<file path="src/rtl/march_bist_ctrl.sv">
// March C- BIST sequencer: walks the SRAM through six march elements, compares reads against the
// expected background and logs the first mismatch. Optional macro BIST_STOP_ON_FAIL_EN ends a run at the first mismatch.
module march_bist_ctrl #(
    parameter int ADDR_W     = 8,
    parameter int DATA_W     = 4,
    parameter int FAIL_CNT_W = 8
) (
    input  logic                  clk,
    input  logic                  rst,
    input  logic                  start,
    output logic [ADDR_W-1:0]     mem_addr,
    output logic                  mem_we,
    output logic [DATA_W-1:0]     mem_din,
    input  logic [DATA_W-1:0]     mem_dout,
    output logic                  busy,
    output logic                  done,
    output logic                  pass,
    output logic [ADDR_W-1:0]     fail_addr,
    output logic [DATA_W-1:0]     fail_exp,
    output logic [DATA_W-1:0]     fail_got,
    output logic [2:0]            fail_elem,
    output logic [FAIL_CNT_W-1:0] fail_cnt
);
    typedef enum logic [3:0] {
        S_IDLE, S_M0, S_M1, S_M2, S_M3, S_M4, S_M5, S_DONE
    } state_t;

    typedef enum logic [1:0] {
        ST_RD, ST_CMP, ST_WR
    } step_t;

    state_t                  state_q, state_d;
    step_t                   step_q, step_d;
    logic [ADDR_W-1:0]       addr_q, addr_d;
    logic                    pass_q, pass_d;
    logic [ADDR_W-1:0]       fail_addr_q, fail_addr_d;
    logic [DATA_W-1:0]       fail_exp_q, fail_exp_d;
    logic [DATA_W-1:0]       fail_got_q, fail_got_d;
    logic [2:0]              fail_elem_q, fail_elem_d;
    logic [FAIL_CNT_W-1:0]   fail_cnt_q, fail_cnt_d;

    logic                    elem_down, elem_rd, elem_wr, rd_bg, wr_bg, next_down;
    logic [2:0]              elem_idx;
    state_t                  next_elem;
    logic                    last_addr, mismatch, advance;
    logic [DATA_W-1:0]       rd_word;

    // Per-element attributes: direction, read background, write background, successor.
    always_comb begin
        elem_down = 1'b0;
        elem_rd   = 1'b1;
        elem_wr   = 1'b1;
        rd_bg     = 1'b0;
        wr_bg     = 1'b0;
        elem_idx  = 3'd0;
        next_elem = S_DONE;
        case (state_q)
            S_M0: begin elem_rd = 1'b0; elem_idx = 3'd0; next_elem = S_M1; end
            S_M1: begin wr_bg = 1'b1; elem_idx = 3'd1; next_elem = S_M2; end
            S_M2: begin rd_bg = 1'b1; elem_idx = 3'd2; next_elem = S_M3; end
            S_M3: begin elem_down = 1'b1; wr_bg = 1'b1; elem_idx = 3'd3; next_elem = S_M4; end
            S_M4: begin elem_down = 1'b1; rd_bg = 1'b1; elem_idx = 3'd4; next_elem = S_M5; end
            S_M5: begin elem_wr = 1'b0; elem_idx = 3'd5; next_elem = S_DONE; end
            default: begin elem_rd = 1'b0; elem_wr = 1'b0; end
        endcase
    end

    assign next_down = (next_elem == S_M3) || (next_elem == S_M4);
    assign last_addr = elem_down ? (addr_q == '0) : (addr_q == '1);
    assign rd_word   = {DATA_W{rd_bg}};

    assign busy     = (state_q != S_IDLE) && (state_q != S_DONE);
    assign done     = (state_q == S_DONE);
    assign mem_we   = busy && (step_q == ST_WR);
    assign mem_addr = busy ? addr_q : '0;
    assign mem_din  = mem_we ? {DATA_W{wr_bg}} : '0;
    assign mismatch = busy && (step_q == ST_CMP) && (mem_dout != rd_word);

    always_comb begin
        state_d     = state_q;
        step_d      = step_q;
        addr_d      = addr_q;
        pass_d      = pass_q;
        fail_addr_d = fail_addr_q;
        fail_exp_d  = fail_exp_q;
        fail_got_d  = fail_got_q;
        fail_elem_d = fail_elem_q;
        fail_cnt_d  = fail_cnt_q;
        advance     = 1'b0;

        case (state_q)
            S_IDLE: begin
                if (start) begin
                    state_d     = S_M0;
                    step_d      = ST_WR;
                    addr_d      = '0;
                    pass_d      = 1'b0;
                    fail_addr_d = '0;
                    fail_exp_d  = '0;
                    fail_got_d  = '0;
                    fail_elem_d = '0;
                    fail_cnt_d  = '0;
                end
            end
            S_DONE: state_d = S_IDLE;
            default: begin
                case (step_q)
                    ST_RD:  step_d = ST_CMP;
                    ST_CMP: begin
                        if (mismatch) begin
                            // The counter never wraps back to zero, so zero means "no capture yet".
                            if (fail_cnt_q == '0) begin
                                fail_addr_d = addr_q;
                                fail_exp_d  = rd_word;
                                fail_got_d  = mem_dout;
                                fail_elem_d = elem_idx;
                            end
                            if (fail_cnt_q != '1) fail_cnt_d = fail_cnt_q + 1'b1;
                        end
                        if (elem_wr) step_d = ST_WR;
                        else         advance = 1'b1;
`ifdef BIST_STOP_ON_FAIL_EN
                        if (mismatch) begin
                            state_d = S_DONE;
                            step_d  = step_q;
                            advance = 1'b0;
                        end
`endif
                    end
                    default: advance = 1'b1;
                endcase

                if (advance) begin
                    if (last_addr) begin
                        state_d = next_elem;
                        addr_d  = next_down ? '1 : '0;
                        step_d  = ST_RD;
                    end else begin
                        addr_d  = elem_down ? addr_q - 1'b1 : addr_q + 1'b1;
                        step_d  = elem_rd ? ST_RD : ST_WR;
                    end
                end
            end
        endcase

        if ((state_d == S_DONE) && (state_q != S_DONE)) pass_d = (fail_cnt_d == '0);
    end

    always_ff @(posedge clk) begin
        if (rst) begin
            state_q     <= S_IDLE;
            step_q      <= ST_RD;
            addr_q      <= '0;
            pass_q      <= 1'b0;
            fail_addr_q <= '0;
            fail_exp_q  <= '0;
            fail_got_q  <= '0;
            fail_elem_q <= '0;
            fail_cnt_q  <= '0;
        end else begin
            state_q     <= state_d;
            step_q      <= step_d;
            addr_q      <= addr_d;
            pass_q      <= pass_d;
            fail_addr_q <= fail_addr_d;
            fail_exp_q  <= fail_exp_d;
            fail_got_q  <= fail_got_d;
            fail_elem_q <= fail_elem_d;
            fail_cnt_q  <= fail_cnt_d;
        end
    end

    assign pass      = pass_q;
    assign fail_addr = fail_addr_q;
    assign fail_exp  = fail_exp_q;
    assign fail_got  = fail_got_q;
    assign fail_elem = fail_elem_q;
    assign fail_cnt  = fail_cnt_q;

endmodule

</file>
<file path="config.mk">
export PLATFORM = sky130hd
export DESIGN_NAME = march_bist_ctrl
export DESIGN_NICKNAME = d
export VERILOG_FILES = /design/src/rtl/march_bist_ctrl.sv
export SDC_FILE = /design/constraint.sdc
export NUM_CORES = 1
export LEC_CHECK = 0
export BUFFER_PORTS_ARGS = -buffer_cell sky130_fd_sc_hd__buf_2
export CORE_MARGIN = 3
export CORE_UTILIZATION = 35
export DETAILED_ROUTE_END_ITERATION = 8
export GPL_ROUTABILITY_DRIVEN = 0
export HOLD_SLACK_MARGIN = 0.05
export SYNTH_ARGS = -nofsm -noshare
export SYNTH_HDL_FRONTEND = slang
export SYNTH_SLANG_ARGS = --single-unit
</file>
<file path="constraint.sdc">
create_clock -name clk -period 6.6 [get_ports clk]
set_input_delay 0.33 -clock clk [delete_from_list [all_inputs] [get_ports clk]]
set_output_delay 0.33 -clock clk [all_outputs]
set_load 0.02 [all_outputs]
</file>
==> impl_metrics.tcl, run 1 <==
set metrics [dict create \
    die_x_um 91 \
    leakage_nw 1.188 \
    crit_chain "nor2_1 -> nand2_1 -> nand2_1 -> nor2_1 -> and2_1 -> and3b_1 -> buf_2" \
    synth_top_area_cell "dfxtp_1" \
    fp.dieArea_um2 8281 \
    grt_max_degree 41 \
    grt_overflow_total 0 \
    cts_hold_buf 0 \
    finalPower_uw 488.4 \
    top_layer "met4" \
    multi_input_area_um2 1582 \
    cap_violations 0 \
    rsz0062_at_grt "false" \
    ys_ff_latch 39 \
    wl_met3_um 338 \
    path_depth 7 \
    cp_slowest_cell "dfxtp_1" \
    synth_warnings 0 \
    wl_per_cell_um 14.33 \
    rows 30 \
    root_buffer "clkbuf_8" \
    core-area_um2 6907 \
    drc 0 \
    drt_iter0_drc 150 \
    rr_worst_depth 9 \
    slew_headroom_pct 48.70 \
    clk_path_buf_depth 2 \
    synth-main-ff-cell "dfxtp_1" \
    numCtsBuffers 5 \
    clk_pin_slew_worst_paths_ns 0.08 \
    regArea_um2 780.7 \
    min_path_type "input pin to register" \
    syn_to_final_growth_pct 14.00 \
    wl_um 6534 \
    hold_viol 0 \
    synth_area_um2 2529 \
    async_flop_share_pct 0 \
    startpoint_type "register" \
    synth_top_area_share_pct 30.88 \
    routed-wl-met2_um 2835 \
    cp-end-kind "primary output" \
    die_h_um 91 \
    synth_seq_area_share_pct 30.88 \
    initial_core_util_pct 36.61 \
    drt.antenna.violating_nets 0 \
    fin_tns_setup_ns 0 \
    required_ns 6.27 \
    ys_top_cells_by_area "dfxtp_1 (31%), nor2_1 (6.1%), a21oi_1 (5.9%)" \
    crit_arrival_ns 2.87 \
    slowest_delay_ns 0.67 \
    path_class "register to primary output" \
    path_delay_family "simple AND/OR/NAND/NOR gates" \
    grt_antenna_before_repair 0 \
    worst_slew_pin_slew_ns 0.7676 \
    irDropWorstVdd_uv 111.6 \
    synth_area_per_cell_um2 7.805 \
    grt_pass1_wl_um 10970 \
    fmax_ghz 0.3128 \
    cts_setup_buffers 0 \
    fin_skew_ns 0.004050 \
    grt_pass1_vias 2214 \
    grtUsageTotal_pct 16.05 \
    whs_path_depth 3 \
    firstDrtPassIters 4 \
    portBuffers 49 \
    synthCells 324 \
    cts_resized 0 \
    final_nets 376 \
    via_per_inst 5.364 \
    clk_latency_ns 0.29 \
    antenna-diode-count 0 \
    htreeDepth 2 \
    fin_crit_sh_pct 48.44 \
    finalSetupViolCount 0 \
    wl_met1_um 3309 \
    status "completed" \
    cp_num_buf_inv 1 \
    fillerInstances 743 \
    crit_path_max_fanout 21 \
    ys_types 62 \
    ioPinCount 50 \
    powerDensity_nw_per_um2 169.4 \
    dp_hpwl_um 4670 \
    drive_above_1_share_pct 18.89 \
    timing.final.crit_period_ns 3.197 \
    synth_fp_nets 340 \
    drv_slew 0 \
    cts_sinks 39 \
    tritoncts "yes" \
    vias 2446 \
    synth_edf_count 0 \
]
==> state kept, by name (all words and copies together), names as in the netlist <==
name / cells
pass: 1
step_q: 2
fail_elem: 3
fail_cnt: 8
fail_exp: 1
state_q: 4
fail_addr: 8
fail_got: 4
addr_q: 8
==> final cells by class <==
type,instances,area share (%)
multi-input combinational,252,54.86
timing repair buffer,49,8.507
inverter,13,1.693
clock buffer,5,2.387
sequential,39,27.08
tap,96,4.167
clock inverter,2,1.302
==> per-stage QoR <==
stage	area, um^2	setup WS [ns]	hold WS (ns)	utilization (%)	std cells
after floorplan	2529	4.091	0.4789	-	324
after global routing	2883	3.101	0.3111	41.74	456
after CTS	2883	3.392	0.3022	41.74	456
final	2883	3.403	0.3112	41.74	456
after detailed placement	2776	3.603	0.4557	40.20	449
after global placement	2776	3.669	0.4540	40.20	449
==> synth_stat cells, types with 4 or more instances <==
cell type / instances
a211oi_1: 4
a21o_1: 5
a21oi_1: 30
and3_1: 8
buf_2: 4
buf_4: 6
clkbuf_1: 8
dfxtp_1: 39
ha_1: 8
inv_1: 12
mux2i_1: 7
nand2_1: 19
nand2b_1: 15
nand3_1: 26
nor2_1: 41
nor2b_1: 4
nor3_1: 13
nor3b_1: 4
o21ai_0: 5
or4_1: 6
xnor2_1: 4
==> kinds of logic after synthesis <==
group | after synthesis | synth area share [%]
compound gates | 76 | 20.68
xor+xnor | 6 | 2.078
fa+ha+maj | 9 | 4.750
buf+inv | 33 | 6.581
flops | 39 | 30.88
mux | 7 | 2.771
simple gates | 154 | 32.26
==> metal layers <==
layer / GRT usage (%) / up-vias
met1: 23.57 / 1140
met2: 24.40 / 66
met3: 3.231 / 5
met4: 3.015 / 0
met5: 0 / -
li1: - / 1235
==> worst reg2reg max path, cell delays in order (launching register included) <==
cell	delay (ns)
dfxtp_1	0.61
nor3b_2	0.59
ha_1	0.39
nor2b_1	0.15
o21ai_0	0.19
a21boi_0	0.11
o21a_1	0.18
or4_1	0.40
a32oi_1	0.21
nor2_1	0.05
==> worst paths after layout <==
path / slack (ns) / to / startpoint
worst max-delay path: 3.40 / mem_din[2] / state_q[3]$_SDFF_PP0_
worst min register to register: 0.47 / fail_addr[1]$_SDFFE_PP0P_ / fail_addr[1]$_SDFFE_PP0P_
worst max register to register: 3.59 / addr_q[6]$_SDFFE_PP0P_ / state_q[2]$_SDFF_PP0_
worst min-delay path: 0.31 / fail_got[3]$_SDFFE_PP0P_ / mem_dout[3]
==> power breakdown <==
| part | switching, mW | internal, mW | leakage [nW] | total [mW] |
|---|---|---|---|---|
| Combinational | 0.0336 | 0.0151 | 0.822 | 0.0487 |
| Sequential | 0.00468 | 0.238 | 0.315 | 0.243 |
| Clock | 0.0863 | 0.111 | 0.0502 | 0.197 |
| Total | 0.125 | 0.364 | 1.19 | 0.488 |
==> cells in the final DEF (no fill, tap or decap), drive strengths merged, types with 2 or more instances in the layout <==
master and n:
a211oi 4, o21a 2, inv 13, buf 49, nand3 26, o31ai 3
a21oi 32, nor4 2, nor3b 5, nand3b 2, nand4 3, nor3 14
mux2i 7, dfxtp 39, or4 6, o21ai 8, o311ai 2, o22ai 2
o21bai 2, nand2b 15, nor2b 4, a2111oi 2, clkbuf 5, ha 8
a31oi 2, a21boi 2, a21o 5, nor2 43, nand2 20, xor2 2
and3 8, o211ai 2, xnor2 4
(Power assumes the default switching activity.)
==> run 2, diff against run 1 <==
==> constraint.sdc (replaced) <==
create_clock -name clk -period 3.1 [get_ports clk]
set_input_delay 0.155 -clock clk [delete_from_list [all_inputs] [get_ports clk]]
set_output_delay 0.155 -clock clk [all_outputs]
set_load 0.02 [all_outputs]
==> run 2 against run 1 <==
Global-route usage rose by 0.26 points; register-to-register slack worse by 3.1 ns; combinational power rose by 130%; non-clock buffer count increased by 7; largest power group unchanged; critical path type unchanged.
==> impl_metrics.tcl, run 2 (synthesis gave the netlist of run 1 again) <==
set metrics [dict create \
    status "completed" \
    path_delay_family "simple AND/OR/NAND/NOR gates" \
    root_buffer "clkbuf_8" \
    required_ns 2.94 \
    cell_internal_pwr_uw 701.4 \
    slowest_delay_ns 0.61 \
    die_h_um 91 \
    grt_overflow_total 0 \
    crit_arrival_ns 2.56 \
    clock_power_share_pct 36.2 \
    cp_slowest_cell "dfxtp_1" \
    drc 0 \
    drv_slew 0 \
    whs_ns 0.1270 \
    tritoncts "yes" \
    clk_latency_ns 0.30 \
    layout_commonest_cell "buf_2" \
    initial_core_util_pct 36.61 \
    grt_pass1_vias 2295 \
    rsz0062_at_grt "false" \
    hold_viol 0 \
    swShare_pct 28.72 \
    vias 2514 \
    grt_busiest_layer "met2" \
    clk_pin_slew_worst_paths_ns 0.08 \
    powerDensity_nw_per_um2 337.3 \
    grt_max_degree 41 \
    fin_tns_setup_ns 0 \
    fin_util_pct 42.25 \
    htreeDepth 2 \
    syn_to_final_growth_pct 15.39 \
    crit_chain "nor2b_1 -> nand3_1 -> nand2_1 -> nor2_1 -> and2_1 -> and3b_1 -> buf_2" \
    worst_slew_pin_slew_ns 0.7836 \
    drt_iter0_drc 189 \
    leakage_nw 1.214 \
    timing.final.crit_period_ns 2.719 \
    cts_hold_buf 0 \
    clk_path_buf_depth 2 \
    cts_resized 0 \
    place_inst 456 \
    power_frac_seq_pct 52.2 \
    finalSetupViolCount 0 \
    switchingPower_uw 282.7 \
    ioPinCount 50 \
    cts_setup_buffers 0 \
    portBuffers 49 \
    globalRouteMet1Util_pct 22.90 \
    fin_area_um2 2918 \
    fmax_ghz 0.3677 \
    firstDrtPassIters 4 \
    combPwrFrac_pct 11.6 \
    wl_per_cell_um 14.48 \
    place_area_um2 2829 \
    cts_sinks 39 \
    r2r_slack_ns 0.45 \
    grt_antenna_before_repair 0 \
    layout_common_cells "buf_2 (49), nor2_1 (41), dfxtp_1 (39), a21oi_1 (30), nand3_1 (26)" \
    irDropWorstVdd_uv 188.1 \
    startpoint_type "register" \
    fin_skew_ns 0.003929 \
    via_per_inst 5.418 \
    dp_hpwl_um 4859 \
    slew_headroom_pct 47.76 \
    grt_util_met3_pct 3.231 \
    cp_num_buf_inv 1 \
    min_path_type "input pin to register" \
    numCtsBuffers 5 \
    die_x_um 91 \
    cp-end-kind "primary output" \
    rows 30 \
    drt.antenna.violating_nets 0 \
    wl_um 6721 \
    grt_pass1_wl_um 11140 \
    core-area_um2 6907 \
    drive_above_1_share_pct 20.65 \
    fin_crit_sh_pct 87.72 \
    fp.dieArea_um2 8281 \
    final_cell_count_no_fill 464 \
    antenna-diode-count 0 \
    final_nets 383 \
    path_class "register to primary output" \
    grtUsageTotal_pct 16.31 \
    crit_path_max_fanout 16 \
    cap_violations 0 \
    met2_usage_pct 25.26 \
]
[run 2: cell count changes in the layout (fill, tap and decap cells not counted), sizes merged]
cell	previous run	this run
bufinv	1	0
clkinvlp	1	2
clkinv	0	1
buf	49	56
[run 2: final timing paths]
kind / to / cells after the start / from
hold / removal: fail_got[1]$_SDFFE_PP0P_ / 3 / mem_dout[1]
setup / recovery: mem_din[2] / 7 / state_q[2]$_SDFF_PP0_
setup reg to reg: addr_q[6]$_SDFFE_PP0P_ / 11 / state_q[2]$_SDFF_PP0_
hold reg to reg: fail_addr[6]$_SDFFE_PP0P_ / 2 / fail_addr[6]$_SDFFE_PP0P_
[run 2: layer usage]
metal  share of wire, %  routed length, um
met4                1.2                 78
met5                  0                  0
met1                 48               3218
met3                6.6                444
met2                 44               2979
[run 2: stage by stage]
stage / power [mW] / setup WS [ns]
final: 0.9841 / 0.3807
after global routing: 1.029 / 0.1632
after CTS: 0.9974 / 0.3762
after detailed placement: 0.6393 / 0.4641
after global placement: 0.6386 / 0.5183
after floorplan: 0.6087 / 0.5909
[run 2: final cells by class]
type                            instances  area (um^2)
Clock buffer                            5        68.82
Clock inverter                          3        20.02
Fill cell                             758         3989
Inverter                               13        48.80
Multi-Input combinational cell        252         1582
Sequential cell                        39        780.7
Tap cell                               96        120.1
Timing Repair Buffer                   56        297.8
[run 2: worst reg2reg max path, stage by stage, from the launching register on]
cell      delay [ns]
dfxtp_1         0.61
nor3b_2         0.28
buf_4           0.19
inv_1           0.08
fa_1            0.41
nor2b_1         0.12
o21ai_0         0.10
a21boi_0        0.23
o21a_1          0.15
o211ai_1        0.08
a32oi_1         0.21
nor2_1          0.05
[run 2: power by group through the flow]
| stage | Combinational, mW | Sequential [mW] | Clock, mW |
|---|---|---|---|
| finish | 0.114 | 0.513 | 0.356 |
| global route | 0.125 | 0.515 | 0.389 |
| CTS | 0.114 | 0.514 | 0.369 |
| detailed placement | 0.114 | 0.525 | 0 |
| global placement | 0.113 | 0.525 | 0 |
| floorplan | 0.0810 | 0.528 | 0 |
